## config.mk

```make
export PLATFORM = sky130hd
export DESIGN_NAME = vga_timing_gen
export DESIGN_NICKNAME = d
export VERILOG_FILES = /design/src/rtl/vga_timing_gen.sv
export SDC_FILE = /design/constraint.sdc
export NUM_CORES = 1
export LEC_CHECK = 0
export BUFFER_PORTS_ARGS = -buffer_cell sky130_fd_sc_hd__buf_2
export CORE_MARGIN = 3
export CORE_UTILIZATION = 40
export DETAILED_ROUTE_END_ITERATION = 6
export GPL_TIMING_DRIVEN = 0
export HOLD_SLACK_MARGIN = 0.1
export PLACE_DENSITY_LB_ADDON = 0.05
export REMOVE_ABC_BUFFERS = 1
export SETUP_SLACK_MARGIN = 0.02
export SYNTH_ARGS = -nofsm -noshare
export SYNTH_HDL_FRONTEND = slang
export SYNTH_SLANG_ARGS = --single-unit
export TNS_END_PERCENT = 30
```

## constraint.sdc

```tcl
create_clock -name clk -period 3.6 [get_ports clk]
set_clock_uncertainty 0.05 [all_clocks]
set_input_delay 0 -clock clk [delete_from_list [all_inputs] [get_ports clk]]
set_output_delay 0 -clock clk [all_outputs]
set_load 0.005 [all_outputs]
```

## src/rtl/vga_timing_gen.sv

```systemverilog
// Parametrised VGA raster timing generator: sync, active-video flag, pixel
// coordinates and line/frame event pulses derived from a divided system clock.
module vga_timing_gen #(
    parameter int unsigned H_ACTIVE = 640,
    parameter int unsigned H_FP     = 16,
    parameter int unsigned H_SYNC   = 96,
    parameter int unsigned H_BP     = 48,
    parameter int unsigned V_ACTIVE = 480,
    parameter int unsigned V_FP     = 10,
    parameter int unsigned V_SYNC   = 2,
    parameter int unsigned V_BP     = 33,
    parameter logic        HS_POL   = 1'b0,
    parameter logic        VS_POL   = 1'b0,
    parameter int unsigned CLK_DIV  = 2,
    parameter int unsigned CW       = 10
) (
    input  logic          clk,
    input  logic          reset,
    input  logic          enable,
    output logic          pix_tick,
    output logic          vga_HS,
    output logic          vga_VS,
    output logic          display,
    output logic [CW-1:0] X,
    output logic [CW-1:0] Y,
    output logic          line_start,
    output logic          frame_start,
    output logic          vblank_start,
    output logic [15:0]   frame_count
);

    localparam int unsigned H_TOTAL = H_ACTIVE + H_FP + H_SYNC + H_BP;
    localparam int unsigned V_TOTAL = V_ACTIVE + V_FP + V_SYNC + V_BP;
    localparam int unsigned DW      = (CLK_DIV > 1) ? $clog2(CLK_DIV) : 1;

    localparam logic [DW-1:0] DIV_LAST = DW'(CLK_DIV - 1);
    localparam logic [CW-1:0] H_LAST   = CW'(H_TOTAL - 1);
    localparam logic [CW-1:0] V_LAST   = CW'(V_TOTAL - 1);
    localparam logic [CW-1:0] H_ACT    = CW'(H_ACTIVE);
    localparam logic [CW-1:0] V_ACT    = CW'(V_ACTIVE);

    // Sync bounds carry one extra bit: the sync end may equal the total.
    localparam logic [CW:0] HS_BEGIN = (CW+1)'(H_ACTIVE + H_FP);
    localparam logic [CW:0] HS_END   = (CW+1)'(H_ACTIVE + H_FP + H_SYNC);
    localparam logic [CW:0] VS_BEGIN = (CW+1)'(V_ACTIVE + V_FP);
    localparam logic [CW:0] VS_END   = (CW+1)'(V_ACTIVE + V_FP + V_SYNC);

    logic [DW-1:0] div;
    logic [CW-1:0] h;
    logic [CW-1:0] v;

    logic [CW-1:0] h_nxt;
    logic [CW-1:0] v_nxt;
    logic          h_vis_nxt;
    logic          v_vis_nxt;
    logic          hs_on_nxt;
    logic          vs_on_nxt;
    logic          advance;

    assign advance = enable && (div == DIV_LAST);

    always_comb begin
        h_nxt = h + 1'b1;
        v_nxt = v;
        if (h == H_LAST) begin
            h_nxt = '0;
            v_nxt = (v == V_LAST) ? '0 : v + 1'b1;
        end
    end

    always_comb begin
        h_vis_nxt = (h_nxt < H_ACT);
        v_vis_nxt = (v_nxt < V_ACT);
        hs_on_nxt = ({1'b0, h_nxt} >= HS_BEGIN) && ({1'b0, h_nxt} < HS_END);
        vs_on_nxt = ({1'b0, v_nxt} >= VS_BEGIN) && ({1'b0, v_nxt} < VS_END);
    end

    always_ff @(posedge clk) begin
        if (reset) begin
            div          <= '0;
            h            <= H_LAST;
            v            <= V_LAST;
            pix_tick     <= 1'b0;
            vga_HS       <= ~HS_POL;
            vga_VS       <= ~VS_POL;
            display      <= 1'b0;
            X            <= '0;
            Y            <= '0;
            line_start   <= 1'b0;
            frame_start  <= 1'b0;
            vblank_start <= 1'b0;
            frame_count  <= '0;
        end else begin
            pix_tick     <= 1'b0;
            line_start   <= 1'b0;
            frame_start  <= 1'b0;
            vblank_start <= 1'b0;
            if (advance) begin
                div          <= '0;
                h            <= h_nxt;
                v            <= v_nxt;
                pix_tick     <= 1'b1;
                display      <= h_vis_nxt && v_vis_nxt;
                X            <= h_vis_nxt ? h_nxt : '0;
                Y            <= v_vis_nxt ? v_nxt : '0;
                vga_HS       <= hs_on_nxt ? HS_POL : ~HS_POL;
                vga_VS       <= vs_on_nxt ? VS_POL : ~VS_POL;
                line_start   <= (h_nxt == '0);
                frame_start  <= (h_nxt == '0) && (v_nxt == '0);
                vblank_start <= (h_nxt == '0) && (v_nxt == V_ACT);
                if ((h_nxt == '0) && (v_nxt == '0)) begin
                    frame_count <= frame_count + 16'd1;
                end
            end else if (enable) begin
                div <= div + 1'b1;
            end
        end
    end

endmodule

```

==> results_dict.tcl <==
set metrics [dict create \
    placement.io_buffers 45 \
    totalPowerFinal_uw 1840 \
    maximum_fanout_encountered_on_the_critical_timing_path 15 \
    tightest_slew_ns 0.820 \
    number_of_max_cap_violations 0 \
    detailed_place_hpwl_mm 5.51 \
    worstSkewPairLatency_ns 0.35 \
    worst_setup_hold_path_clk_slew_ns 0.08 \
    worst_hold_path_type "primary input to register" \
    ir_drop_worst_vdd_mv 0.259 \
    finalWirelength_mm 8.36 \
    placedCellCount 516 \
    post-synth-top-count-cell "sky130_fd_sc_hd__dfxtp_1" \
    setup_viol 0 \
    placementRows 32 \
    post_route_cells_drive_above_1_share_pct 18.3 \
    synth_async_sr_flop_share_pct 0 \
    globalRouteTotalUtil_pct 18.3 \
    placeableCoreArea_sq_mm 0.00785 \
    vias_per_cell 5.66 \
    synth_edf_count 0 \
    power.static_leakage_uw 0.00146 \
    period_needed_ns 3.30 \
    maximum_number_of_pins_on_one_net_before_global_route_repair 41 \
    final_antenna_net_count 0 \
    final_critical_path_setup_slack_ns 0.302 \
    grt_pass1_wl_mm 14.3 \
    initial_core_utilization_pct 42.0 \
    cts-root-buf "sky130_fd_sc_hd__clkbuf_8" \
    slew_viol_final 0 \
    routed_length_per_placed_instance_um 15.7 \
    yosys-top-cells-area "sky130_fd_sc_hd__dfxtp_1, sky130_fd_sc_hd__nand2_1, sky130_fd_sc_hd__a21oi_1" \
    outcome "complete, no violations" \
    gr-usage-met1_pct 25.1 \
    post_synth.cell_area_avg_sq_um 8.21 \
    gr-total-overflow 0 \
    fp.dieW_um 96.7 \
    drt-pass1-iter-count 4 \
    via_count_of_the_first_global_routing_pass 2889 \
    fin_tns_setup_ns 0 \
    initial_antenna_violation_count 0 \
    die_height_um 96.7 \
    fin_util_pct 48.5 \
    final_weighted_congestion_in_routability_driven_placement 0.832 \
    mappedNetlistArea_sq_mm 0.00329 \
    yosys_register_bits 64 \
    postSynth.topFlopCell "sky130_fd_sc_hd__dfxtp_1" \
    max_freq_mhz 303 \
    synth.largest_area_cell "sky130_fd_sc_hd__dfxtp_1" \
    io_pins 46 \
    detailedRoute.firstIterationViolations 153 \
    grt_setup_unrepaired "false" \
    power-per-cell-area_mw_per_mm2 484 \
    critical_path.endpoint_type "register" \
    arrival_ns 3.45 \
    finalNonFillerCells 534 \
    grt_util_met3_pct 4.33 \
    flow.area_growth_from_synthesis_pct 15.7 \
    yosysTopAreaCellShare_pct 38.9 \
    h-tree-depth 3 \
    slew_headroom_pct 45.3 \
    numClockSinks 64 \
    yosys-top-cells-count "sky130_fd_sc_hd__dfxtp_1, sky130_fd_sc_hd__nand2_1, sky130_fd_sc_hd__nor2_1" \
    timing.critical_path.required_ns 3.75 \
    final-hold-violation-count 0 \
    post_synth_num_cell_types 57 \
    crit_type "register to register" \
    num_vias 3025 \
    startpoint_type "register" \
    place_ws_ns -0.342 \
    max-clock-path-buffers 2 \
    antenna_diode_count 0 \
    cts_buffers 9 \
    ys_warn_count 0 \
    route.detailed.drc 0 \
    fp.dieArea_sq_mm 0.00936 \
    cts_tree "done" \
    fin_nets 435 \
    synth_sequential_area_ratio_pct 38.9 \
    top_usage_layer "met2" \
    syn_inst 401 \
    final_min_period_over_clock_period_pct 91.6 \
    grtUsageMet2_pct 27.9 \
]
==> worst max-delay path, cell delays in order, from the launching register on <==
cell and delay [ns]:
sky130_fd_sc_hd__dfxtp_1 0.47, sky130_fd_sc_hd__ha_1 0.32, sky130_fd_sc_hd__nand4_1 0.32, sky130_fd_sc_hd__nor4_1 0.44
sky130_fd_sc_hd__xnor2_1 0.26, sky130_fd_sc_hd__and3_1 0.35, sky130_fd_sc_hd__nand4_2 0.42, sky130_fd_sc_hd__o31ai_1 0.40
sky130_fd_sc_hd__a21oi_1 0.10
==> stage by stage <==
stage | hold WS, ns | instance area [sq um]
6_report | 0.177 | 3810
5_1_grt | 0.213 | 3810
4_1_cts | 0.179 | 3770
3_5_place_dp | 0.226 | 3520
3_3_place_gp | 0.218 | 3490
2_1_floorplan | 0.0191 | 3130
==> logic make-up (layout without fill, tap and decap cells) <==
kind of cell | Yosys count | after routing | synth area share, %
AO/OA/AOI/OAI | 106 | 106 | 21.4
adder cells (fa/ha/maj) | 5 | 5 | 1.90
flip-flops | 64 | 64 | 38.9
XOR/XNOR | 14 | 14 | 3.72
buffers and inverters | 42 | 72 | 5.74
AND/OR/NAND/NOR | 169 | 170 | 28.0
multiplexers | 1 | 1 | 0.304
==> worst paths after layout <==
check             slack [ns]  cells past startpoint             end  startpoint
setup / recovery        0.30                      8  frame_count[4]        h[0]
hold / removal          0.18                      2             div       reset
setup reg to reg        0.30                      8  frame_count[4]        h[0]
hold reg to reg         0.40                      2            X[2]        X[2]
==> metal layers <==
| layer | up-vias | part of all wire (%) | wire (um) |
|---|---|---|---|
| met5 | - | 0 | 0 |
| met4 | 0 | 1.4 | 117 |
| met3 | 11 | 4.3 | 359 |
| met2 | 56 | 43 | 3630 |
| met1 | 1431 | 51 | 4260 |
| li1 | 1527 | - | - |
==> state kept, by name, indices dropped and copies added, names as in the netlist, 10 cells and up <==
name	cells
h	10
Y	10
X	10
v	10
frame_count	16
==> layout make-up <==
class	count	area, sq um
fillers	826	4040
multi-input cells	296	1880
flip-flops and latches	64	1280
repair buffers	48	262
well taps	102	128
clock buffers	9	124
clock inverters	7	101
inverters	8	30.0
==> placed cells by master, fill, tap and decap left out, types with 9 or more instances in the layout <==
cell / n
sky130_fd_sc_hd__o31ai_1: 15
sky130_fd_sc_hd__a21oi_1: 26
sky130_fd_sc_hd__nor2_1: 28
sky130_fd_sc_hd__o21ai_0: 20
sky130_fd_sc_hd__nor3_1: 11
sky130_fd_sc_hd__or4_1: 16
sky130_fd_sc_hd__buf_2: 45
sky130_fd_sc_hd__and3_1: 13
sky130_fd_sc_hd__nand2_1: 42
sky130_fd_sc_hd__dfxtp_1: 64
sky130_fd_sc_hd__clkbuf_8: 9
sky130_fd_sc_hd__nand3_1: 13
==> power by group <==
part | total (uW) | internal (uW) | switching [uW]
registers | 763 | 729 | 34.1
logic | 375 | 131 | 245
clock network | 704 | 395 | 309
total | 1840 | 1260 | 588
==> what timing repair did <==
action,CTS,global route
endpoints found under the setup margin,26,23
hold buffers,1,0
cloned,0,1
resized for setup,3,3
buffers inserted,0,0
hold endpoints to repair,1,0
pin swaps,0,2
No activity file was read; power rests on OpenSTA's default activity.
